**src/rtl/charlieplex_scan.sv**
```systemverilog
// Wishbone-controlled scan sequencer for a 7-pin charlieplexed LED matrix (42 LEDs).
// Define CHARLIEPLEX_PWM_EN to add the BRIGHT register and per-dwell column PWM.
module charlieplex_scan #(
   parameter int unsigned DWELL_CYCLES = 4800,
   parameter int unsigned BLANK_CYCLES = 48
) (
   input  logic       clk,
   input  logic       rst_n,
   input  logic       wb_cyc_i,
   input  logic       wb_stb_i,
   input  logic       wb_we_i,
   input  logic [3:0] wb_adr_i,
   input  logic [7:0] wb_dat_i,
   output logic [7:0] wb_dat_o,
   output logic       wb_ack_o,
   output logic [6:0] charlieplex_oe,
   output logic [6:0] charlieplex_o,
   output logic       frame_start
);
   localparam int unsigned MaxCycles = (DWELL_CYCLES > BLANK_CYCLES) ? DWELL_CYCLES : BLANK_CYCLES;
   localparam int unsigned CntW      = (MaxCycles > 1) ? $clog2(MaxCycles) : 1;

   typedef enum logic [1:0] {StIdle, StBlank, StDrive} state_e;

   logic [5:0]      r_row_mask [7];
   logic            r_en;
   logic [7:0]      r_bright;
   logic            r_ack;
   logic [7:0]      r_dat;
   state_e          r_state, w_state_nx;
   logic [CntW-1:0] r_cnt, w_cnt_nx;
   logic [2:0]      r_row, w_row_nx;
   logic [5:0]      r_shadow, w_mask_sel, w_mask;
   logic [7:0]      r_pwm, w_pwm_nx;
   logic            w_enter, w_cols_on, w_req, w_frame_nx;
   logic [7:0]      w_rd_dat;
   logic [6:0]      w_oe_nx, w_o_nx;
   logic [6:0]      r_oe, r_o;
   logic            r_frame;

   assign w_req = wb_cyc_i & wb_stb_i & ~r_ack;

   always_comb begin
      w_rd_dat = 8'h00;
      for (int i = 0; i < 7; i++) begin
         if (wb_adr_i == 4'(i)) w_rd_dat = {2'b00, r_row_mask[i]};
      end
      if (wb_adr_i == 4'd7) w_rd_dat = {7'b0, r_en};
`ifdef CHARLIEPLEX_PWM_EN
      if (wb_adr_i == 4'd8) w_rd_dat = r_bright;
`endif
   end

   always_ff @(posedge clk or negedge rst_n) begin
      if (!rst_n) begin
         r_ack    <= 1'b0;
         r_dat    <= 8'h00;
         r_en     <= 1'b0;
         r_bright <= 8'hFF;
         for (int i = 0; i < 7; i++) r_row_mask[i] <= 6'h00;
      end else begin
         r_ack <= w_req;
         r_dat <= w_req ? w_rd_dat : 8'h00;
         if (w_req && wb_we_i) begin
            for (int i = 0; i < 7; i++) begin
               if (wb_adr_i == 4'(i)) r_row_mask[i] <= wb_dat_i[5:0];
            end
            if (wb_adr_i == 4'd7) r_en <= wb_dat_i[0];
`ifdef CHARLIEPLEX_PWM_EN
            if (wb_adr_i == 4'd8) r_bright <= wb_dat_i;
`endif
         end
      end
   end

`ifndef CHARLIEPLEX_PWM_EN
   logic w_unused_dat;
   assign w_unused_dat = ^wb_dat_i[7:6];
`endif

   always_comb begin
      w_state_nx = r_state;
      w_cnt_nx   = r_cnt + 1'b1;
      w_row_nx   = r_row;
      w_enter    = 1'b0;
      unique case (r_state)
         StIdle: begin
            w_cnt_nx = '0;
            if (r_en) w_state_nx = StBlank;
         end
         StBlank: begin
            if (r_cnt == CntW'(BLANK_CYCLES - 1)) begin
               w_state_nx = StDrive;
               w_cnt_nx   = '0;
               w_enter    = 1'b1;
            end
         end
         StDrive: begin
            if (r_cnt == CntW'(DWELL_CYCLES - 1)) begin
               w_state_nx = StBlank;
               w_cnt_nx   = '0;
               w_row_nx   = (r_row == 3'd6) ? 3'd0 : r_row + 3'd1;
            end
         end
         default: w_state_nx = StIdle;
      endcase
      // Disable wins over everything and parks the scan at row 0.
      if (!r_en) begin
         w_state_nx = StIdle;
         w_cnt_nx   = '0;
         w_row_nx   = 3'd0;
         w_enter    = 1'b0;
      end
   end

   always_comb begin
      w_mask_sel = 6'h00;
      for (int i = 0; i < 7; i++) begin
         if (r_row == 3'(i)) w_mask_sel = r_row_mask[i];
      end
      w_mask   = w_enter ? w_mask_sel : r_shadow;
      w_pwm_nx = w_enter ? 8'h00 : r_pwm + 8'h01;
`ifdef CHARLIEPLEX_PWM_EN
      w_cols_on = (w_pwm_nx < r_bright);
`else
      w_cols_on = 1'b1;
`endif
      w_oe_nx    = 7'h00;
      w_o_nx     = 7'h00;
      w_frame_nx = w_enter && (r_row == 3'd0);
      if (w_state_nx == StDrive) begin
         for (int r = 0; r < 7; r++) begin
            if (r_row == 3'(r)) begin
               w_oe_nx[r] = 1'b1;
               w_o_nx[r]  = 1'b1;
            end
         end
         // Column c skips over the row pin, so it lands on pin c or c+1.
         for (int c = 0; c < 6; c++) begin
            if (w_mask[c] && w_cols_on) begin
               if (3'(c) < r_row) w_oe_nx[c] = 1'b1;
               else               w_oe_nx[c + 1] = 1'b1;
            end
         end
      end
   end

   always_ff @(posedge clk or negedge rst_n) begin
      if (!rst_n) begin
         r_state  <= StIdle;
         r_cnt    <= '0;
         r_row    <= 3'd0;
         r_shadow <= 6'h00;
         r_pwm    <= 8'h00;
         r_oe     <= 7'h00;
         r_o      <= 7'h00;
         r_frame  <= 1'b0;
      end else begin
         r_state <= w_state_nx;
         r_cnt   <= w_cnt_nx;
         r_row   <= w_row_nx;
         if (w_enter) r_shadow <= w_mask_sel;
         if (w_state_nx == StDrive) r_pwm <= w_pwm_nx;
         r_oe    <= w_oe_nx;
         r_o     <= w_o_nx;
         r_frame <= w_frame_nx;
      end
   end

   assign wb_ack_o       = r_ack;
   assign wb_dat_o       = r_dat;
   assign charlieplex_oe = r_oe;
   assign charlieplex_o  = r_o;
   assign frame_start    = r_frame;

endmodule
```
**config.mk**
```make
export PLATFORM = sky130hd
export DESIGN_NAME = charlieplex_scan
export DESIGN_NICKNAME = d
export VERILOG_FILES = /design/src/rtl/charlieplex_scan.sv
export SDC_FILE = /design/constraint.sdc
export NUM_CORES = 1
export LEC_CHECK = 0
export CORE_MARGIN = 3
export CORE_UTILIZATION = 55
export CTS_CLUSTER_SIZE = 8
export DETAILED_ROUTE_END_ITERATION = 6
export HOLD_SLACK_MARGIN = 0.12
export PLACE_DENSITY = 0.74
export SYNTH_ARGS = -nofsm -noshare
export SYNTH_HDL_FRONTEND = slang
export SYNTH_SLANG_ARGS = --single-unit
export TNS_END_PERCENT = 30
```
**constraint.sdc**
```tcl
create_clock -name clk -period 2.8 [get_ports clk]
set_clock_uncertainty 0.15 [all_clocks]
set_input_delay 0.42 -clock clk [delete_from_list [all_inputs] [get_ports clk]]
set_output_delay 0.42 -clock clk [all_outputs]
set_load 0.01 [all_outputs]
```
# Word-level counts from Yosys, hierarchy flattened
# Cells that the tools add are included.
# word_totals
latch_bits,0
out_inout_bits,24
inputBits,17
romBits,0
mem_bits_rw,0
ff_bits,91
elab_cells,125
mem_count,0
# classes
add_sub_neg,2
order_cmp,6
eq_ne,20
reduce_logical,14
div,0
n_mux,63
shift,0
n_mul,0
bitwise_logic,3
# op_table
operator,n
2-to-1 mux 6 bit,16
2-to-1 mux 13 bit,3
case mux 13 bit (3 select lines),1
2-to-1 mux 1 bit,25
2-to-1 mux 2 bit,10
AND reduction 2 bit,9
== test 4 x 3 -> 1 bit (second input constant),4
2-to-1 mux 7 bit,2
adder 13 x 1 -> 13 bit (second input constant),1
== test 13 bit (second input constant),1
== test 13 x 6 -> 1 bit (second input constant),1
2-to-1 mux 3 bit,4
== test 3 bit (second input constant),3
== test 4 x 2 -> 1 bit (second input constant),2
2-to-1 mux 8 bit,1
== test 3 x 2 -> 1 bit (second input constant),2
less-than comparator 1 x 3 -> 1 bit (first input constant),2
less-than comparator 2 x 3 -> 1 bit (first input constant),2
less-than comparator 3 bit (first input constant),2
case mux 2 bit (3 select lines),1
== test 2 bit (second input constant),2
== test 4 x 1 -> 1 bit (second input constant),1
zero test 4 bit,1
inequality test 2 x 1 -> 1 bit (second input constant),2
other kinds (8),10

# Logic depth before layout (Yosys ltp)
# Gate-level depths: netlist of the first run.
# logic_depth
depth_word,22
mapped_depth,7
mapped_depth_nobuf,7

# Least setup slack after synthesis of the first run
# No wires, ideal clock.
# synth_path
path_kind,reg-to-reg
from,register r_cnt[6]
to,register r_oe[3] (netlist: charlieplex_oe[3])
stages_incl_launch_ff,7
setup_slack_ps,422
arrival_ps,2135
synth_period_minus_slack_ps,2378
n_path_buf,1
required_time_ps,2556
setup_ps,94
cell_sequence,dfrtp_1 -> or4_4 -> or4_4 -> buf_6 -> a2111oi_4 -> a21oi_2 -> a221oi_2
# synth_between
elab_chain_len,9
word_cells_on_any_way,15
classes_between,3 x eq/ne; 12 x mux
# synth_lines
element,line_no,source
from (decl),31,"logic [CntW-1:0] r_cnt, w_cnt_nx;"
from (signal assigned),160,r_cnt <= w_cnt_nx;
== test 13 x 6 -> 1 bit,92,if (r_cnt == CntW'(BLANK_CYCLES - 1)) begin
2-to-1 mux 1 bit,92,
2-to-1 mux 1 bit,86,unique case (r_state)
2-to-1 mux 1 bit,108,if (!r_en) begin
2-to-1 mux 6 bit,-,
2-to-1 mux 2 bit,140,if (w_mask[c] && w_cols_on) begin
2-to-1 mux 1 bit,141,if (3'(c) < r_row) w_oe_nx[c] = 1'b1;
2-to-1 mux 2 bit,140,
2-to-1 mux 7 bit *,131,if (w_state_nx == StDrive) begin
net w_oe_nx[3],37,"logic [6:0] w_oe_nx, w_o_nx;"
to (signal assigned),164,r_oe <= w_oe_nx;
to (decl),38,"logic [6:0] r_oe, r_o;"
# Mark *: on every way through the listed nets, which the timed path passes. The rest lies on a longest branch.
# A chain may end at the register's enable or synchronous reset.

# Worst setup path in the final report of the first run
# Ends and elaborated chain as after synthesis.

==> results of run 1 <==
==> worst max-delay path, delay by kind of cell (launching register included) <==
kind	cells	cell delay, ns
DFF	1	0.43
AOI/OAI and AO/OA	3	0.59
and+or+nand+nor	2	1.24
==> stage by stage <==
step / hold slack (ns) / instances / total power [mW] / instance area [um^2] / util
2_1_floorplan: -0.0256 / 404 / 1.61 / 4500 / -
3_3_place_gp: 0.324 / 541 / 1.72 / 5000 / 0.638
3_5_place_dp: 0.330 / 541 / 1.73 / 5000 / 0.638
4_1_cts: 0.348 / 558 / 2.70 / 5240 / 0.667
5_1_grt: 0.387 / 558 / 2.79 / 5240 / 0.667
6_report: 0.343 / 558 / 2.68 / 5240 / 0.667
==> per-layer routing <==
metal | up-vias | wire (um) | global-route usage
li1 | 1542 | - | -
met1 | 1634 | 4420 | 0.314
met2 | 102 | 4800 | 0.382
met3 | 14 | 466 | 0.0279
met4 | 0 | 165 | 0.0853
met5 | - | 0 | 0
==> registers in the layout (all words and copies together), names as in the netlist <==
register	flops
wb_ack_o	1
r_en	1
r_cnt	13
r_row_mask	42
r_shadow	6
wb_dat_o	6
r_row	3
frame_start	1
charlieplex_o	7
r_state	2
charlieplex_oe	7
==> cell families after synthesis <==
logic type | Yosys count
compound gates | 68
xor+xnor | 11
fa+ha+maj | 1
buf+inv | 34
flops | 89
mux | 65
other cells | 1
simple gates | 134
==> report_power, final <==
| part | switching, mW | internal [mW] |
|---|---|---|
| registers | 0.0695 | 1.36 |
| logic | 0.130 | 0.146 |
| clock network | 0.446 | 0.530 |
==> what timing repair did <==
action | CTS | global route
hold buffers | 1 | 0
endpoints found under the hold margin | 49 | 0
resized for setup | 0 | 0
==> worst max path at each step <==
stage                startpoint                end  slack (ns)  cells past startpoint
finish                 r_cnt[6]  charlieplex_oe[3]        0.30                      5
global route           r_cnt[6]  charlieplex_oe[3]        0.21                      5
CTS                    r_cnt[6]  charlieplex_oe[3]        0.31                      5
detailed placement  wb_adr_i[3]      r_row_mask[7]        0.28                      4
global placement    wb_adr_i[3]      r_row_mask[8]        0.32                      4
floorplan              r_cnt[6]  charlieplex_oe[3]        0.42                      6
==> placed cells by master (no fill, tap or decap), drive strengths merged, types with 5 or more instances in the layout <==
cell type / netlist / routed
a21o: 5 / 5
a21oi: 10 / 10
a22oi: 5 / 5
buf: 5 / 21
clkbuf: 15 / 12
clkdlybuf4s50: 0 / 35
dfrtp: 89 / 89
inv: 13 / 13
mux2: 48 / 48
mux2i: 13 / 13
nand2: 25 / 25
nand3: 12 / 12
nand3b: 5 / 5
nor2: 41 / 41
nor2b: 10 / 10
nor3: 11 / 11
nor4: 5 / 5
o21ai: 16 / 16
xnor2: 8 / 8
==> final cells by class <==
cell class | count | area (um^2) | share of cell area
Sequential cell | 89 | 2230 | 0.425
Multi-Input combinational cell | 281 | 2080 | 0.397
Timing Repair Buffer | 57 | 531 | 0.101
Clock buffer | 12 | 145 | 0.0277
Tap cell | 102 | 128 | 0.0244
Clock inverter | 4 | 76.3 | 0.0146
Inverter | 13 | 48.8 | 0.00932
==> flow_metrics.tcl, run 1 <==
set metrics [dict create \
    max_freq_mhz 400 \
    ys_warn_count 0 \
    layout.nets 469 \
    leakage_nw 2.33 \
    hold_path_end "r_cnt[0]" \
    status "finished clean" \
    synth_seq_area_share 0.495 \
    area_delta_synth_final_pct 16.5 \
    synth_area_um2 4500 \
    synthCells 403 \
    min-delay-path-class "reg -> reg" \
    gp_congestion 0.923 \
    synthAdderAreaFrac 0.00278 \
    drive_gt1_frac 0.217 \
    synth.most_common_cell "dfrtp_1" \
    grt_first_pass_wirelength_um 16300 \
    cts_sinks 89 \
    cts_buffers 9 \
    crit_slowest_cell "or4_4" \
    synthSimpleGateAreaFrac 0.157 \
    yosysTopAreaCell "dfrtp_1" \
    grt_max_degree 51 \
    cp.required_ns 2.92 \
    fin_crit_sh 0.894 \
    vias 3292 \
    grt_usage 0.231 \
    yosys.area_share.xor_xnor 0.0214 \
    insertion_delay_ns 0.36 \
    dieArea_um2 9290 \
    post-route-drc-count 0 \
    antenna_found_initial 0 \
    period_needed_ns 2.50 \
    port_buffers 36 \
    pre_cts_ws_ns 0.283 \
    ys_ff_latch 89 \
    path_class "reg -> reg" \
    num_io_pins 41 \
    grt.overflow.total 0 \
    design.core.area_um2 7850 \
    async_reset_ff_frac 1.00 \
    slew_viol_final 0 \
    diodes 0 \
    crit_chain "or4_4 -> or4_4 -> a2111oi_4 -> a21oi_2 -> a221oi_2" \
    r2r-end "charlieplex_oe[3]" \
    worst_pin_slew_ns 0.747 \
    root_buffer "clkbuf_8" \
    avgRoutedWirePerCell_um 17.7 \
    cp.arrival_ns 2.62 \
    synth_mux_area_frac 0.169 \
    dp_hpwl_um 7120 \
    ys_types 62 \
    tritoncts "built" \
    reg2reg_slack_ns 0.30 \
    fp-row-count 32 \
    hold_path_depth 1 \
    synth_commonest_cells "89 x dfrtp_1, 48 x mux2_2, 40 x nor2_1, 25 x nand2_1, 16 x o21ai_0" \
    ys.flop_type "dfrtp_1" \
    powerDensity_nw_per_um2 513 \
    post_cts.repair.setup_buffers 0 \
    max_stage_delay_ns 0.63 \
    setup_tns_ns 0 \
    setup_viol 0 \
    viasPerCell 5.90 \
    start_util 0.573 \
    dieWidth_um 96.4 \
    syn_avg_cell_area_um2 11.2 \
    dr.pass1.iters 4 \
    final.fill_count 614 \
    reg2regPathDepth 5 \
    dr.first_iter.drc_count 147 \
    clock_path_buffers 2 \
    hold_path_startpoint "r_cnt[0]" \
    hold_viol 0 \
    htreeDepth 3 \
    cp-start-kind "flip-flop" \
    clk_pin_slew_ns 0.09 \
    grt_pass1_vias 3296 \
    crit_top_cell "or4_4" \
    dieHeight_um 96.4 \
    critPathMaxFanout 9 \
    drv_cap 0 \
    wirelength_um 9850 \
    synth_top_family_by_area "multiplexers" \
    ir_drop_uv 407 \
    synth_compound_area_frac 0.110 \
    endpoint_kind "flip-flop" \
    grt_setup_unrepaired "false" \
    worstReg2RegStart "r_cnt[6]" \
    synth_area_leaders "dfrtp_1 50%, mux2_2 12%, nor2_1 3.3%, mux2i_1 2.9%, nand2_1 2.1%" \
    synth_edf_count 0 \
    drt.antenna.violating_nets 0 \
    synth_top_area_frac 0.495 \
    maxSlewHeadroom 0.502 \
    worst_slack_ns 0.298 \
]
Power figures use the tool's default switching activity.
==> run 2, diff against run 1 <==
--- a/config.mk
+++ b/config.mk
@@ -14,4 +14,3 @@
 export SYNTH_ARGS = -nofsm -noshare
 export SYNTH_HDL_FRONTEND = slang
 export SYNTH_SLANG_ARGS = --single-unit
-export TNS_END_PERCENT = 30
==> results of run 2 <==
Same layout as run 1: the final DEF is identical, and so are final timing and power.
==> run 3, diff against run 2 <==
--- a/config.mk
+++ b/config.mk
@@ -10,7 +10,7 @@
 export CTS_CLUSTER_SIZE = 8
 export DETAILED_ROUTE_END_ITERATION = 6
 export HOLD_SLACK_MARGIN = 0.12
-export PLACE_DENSITY = 0.74
+export PLACE_DENSITY = 0.77
 export SYNTH_ARGS = -nofsm -noshare
 export SYNTH_HDL_FRONTEND = slang
 export SYNTH_SLANG_ARGS = --single-unit
==> run 3 against run 2 <==
Against the previous run:
- global-route usage increased by 0.67 points
- largest cell class unchanged
- critical endpoint unchanged
- critical path type unchanged
- register-to-register slack got worse by 0.02 ns
- first-iteration DRC count increased by 58%
- worst setup slack got worse by 0.016 ns
==> flow_metrics.tcl, run 3 (synthesis gave the netlist of run 1 again) <==
set metrics [dict create \
    num_io_pins 41 \
    cp.arrival_ns 2.64 \
    fin_crit_sh 0.899 \
    drv_cap 0 \
    final_cell_area_um2 5220 \
    clock_path_buffers 2 \
    cts_buffers 9 \
    ir_drop_uv 271 \
    dpl_cell_area_um2 4990 \
    slew_viol_final 0 \
    grt_first_pass_wirelength_um 16400 \
    endpoint_kind "flip-flop" \
    period_needed_ns 2.52 \
    clk_pin_slew_ns 0.09 \
    htreeDepth 3 \
    reg2reg_slack_ns 0.28 \
    grt.overflow.total 0 \
    setup_viol 0 \
    hold_viol 0 \
    pre_cts_ws_ns 0.289 \
    final_cell_mix "89 x dfrtp_1, 48 x mux2_2, 40 x nor2_1, 35 x clkdlybuf4s50_1, 25 x nand2_1" \
    cp.required_ns 2.92 \
    dr.pass1.iters 7 \
    dieArea_um2 9290 \
    area_delta_synth_final_pct 16.1 \
    dieWidth_um 96.4 \
    setup_tns_ns 0 \
    leakage_nw 2.32 \
    fp-row-count 32 \
    wirelength_um 10100 \
    drive_gt1_frac 0.221 \
    r2r-end "charlieplex_oe[3]" \
    grt_pass1_vias 3272 \
    gp_congestion 0.964 \
    reg2regPathDepth 5 \
    powerDensity_nw_per_um2 507 \
    multi_input_area_um2 2080 \
    max_freq_mhz 397 \
    dp.cells 541 \
    final_common_cell "dfrtp_1" \
    port_buffers 36 \
    final.fill_count 627 \
    drt.antenna.violating_nets 0 \
    insertion_delay_ns 0.37 \
    viasPerCell 6.07 \
    dr.first_iter.drc_count 232 \
    worst_pin_slew_ns 0.756 \
    final_cells 558 \
    holdWs_ns 0.336 \
    maxSlewHeadroom 0.496 \
    dieHeight_um 96.4 \
    root_buffer "clkbuf_8" \
    post-route-drc-count 0 \
    vias 3386 \
    reg.largest.list "r_row_mask x42, r_cnt x13" \
    top_register "r_row_mask" \
    antenna_found_initial 0 \
    status "finished clean" \
    cts_sinks 89 \
    design.core.area_um2 7850 \
    grt_max_degree 37 \
    avgRoutedWirePerCell_um 18.1 \
    critPathMaxFanout 9 \
    largest_register_ffs 42 \
    diodes 0 \
    worstReg2RegStart "r_cnt[6]" \
    cp-start-kind "flip-flop" \
    min-delay-path-class "in -> async" \
    register_area_um2 2230 \
    dp_hpwl_um 7180 \
    path_class "reg -> reg" \
    grt_usage 0.238 \
    tritoncts "built" \
    layout.nets 469 \
    worst_slack_ns 0.282 \
    post_cts.repair.setup_buffers 0 \
    start_util 0.573 \
    grt_setup_unrepaired "false" \
]
[run 3: cell count changes in the layout (fill, tap and decap cells not counted)]
cell	delta
buf_12	-1
buf_4	+1
bufinv_16	-1
clkbuf_1	-2
clkbuf_8	+2
clkinv_2	+1
clkinv_4	-1
clkinvlp_4	+1
[run 3: layer usage]
layer,track usage,wire length [um],vias to the layer above
met3,0.0449,641,29
met5,0,0,-
met1,0.326,4380,1670
li1,-,-,1542
met2,0.365,4850,145
met4,0.114,254,0
[run 3: layout make-up]
class,count,area share
Multi-Input combinational cell,281,0.399
Clock inverter,4,0.00959
Tap cell,102,0.0245
Sequential cell,89,0.427
Timing Repair Buffer,57,0.0993
Clock buffer,12,0.0317
Inverter,13,0.00935
[run 3: worst max path at each step]
stage                  start           endpoint  cells after the start
CTS                 r_cnt[6]  charlieplex_oe[3]                      5
global placement    wb_stb_i     r_row_mask[22]                      6
finish              r_cnt[6]  charlieplex_oe[3]                      5
detailed placement  wb_stb_i     r_row_mask[18]                      6
floorplan           r_cnt[6]  charlieplex_oe[3]                      6
global route        r_cnt[6]  charlieplex_oe[1]                      5
[run 3: per-stage QoR]
step / total power, mW / utilization
3_3_place_gp: 1.72 / 0.636
6_report: 2.65 / 0.665
3_5_place_dp: 1.73 / 0.636
4_1_cts: 2.66 / 0.665
2_1_floorplan: 1.61 / -
5_1_grt: 2.75 / 0.665
[run 3: timing repair]
action,CTS,global route
endpoints found under the hold margin,25,0
gates resized for setup,0,0
hold buffers,1,0
[run 3: worst max-delay path, stage by stage, from the launching register on]
cell       delay (ns)
dfrtp_1          0.43
or4_4            0.61
or4_4            0.63
a2111oi_4        0.25
a21oi_2          0.09
a221oi_2         0.25
[run 3: power breakdown]
part	switching, mW	internal, mW	leakage (nW)
clock network	0.456	0.484	0.105
logic	0.129	0.146	0.999
registers	0.0697	1.36	1.22
total	0.655	1.99	2.32
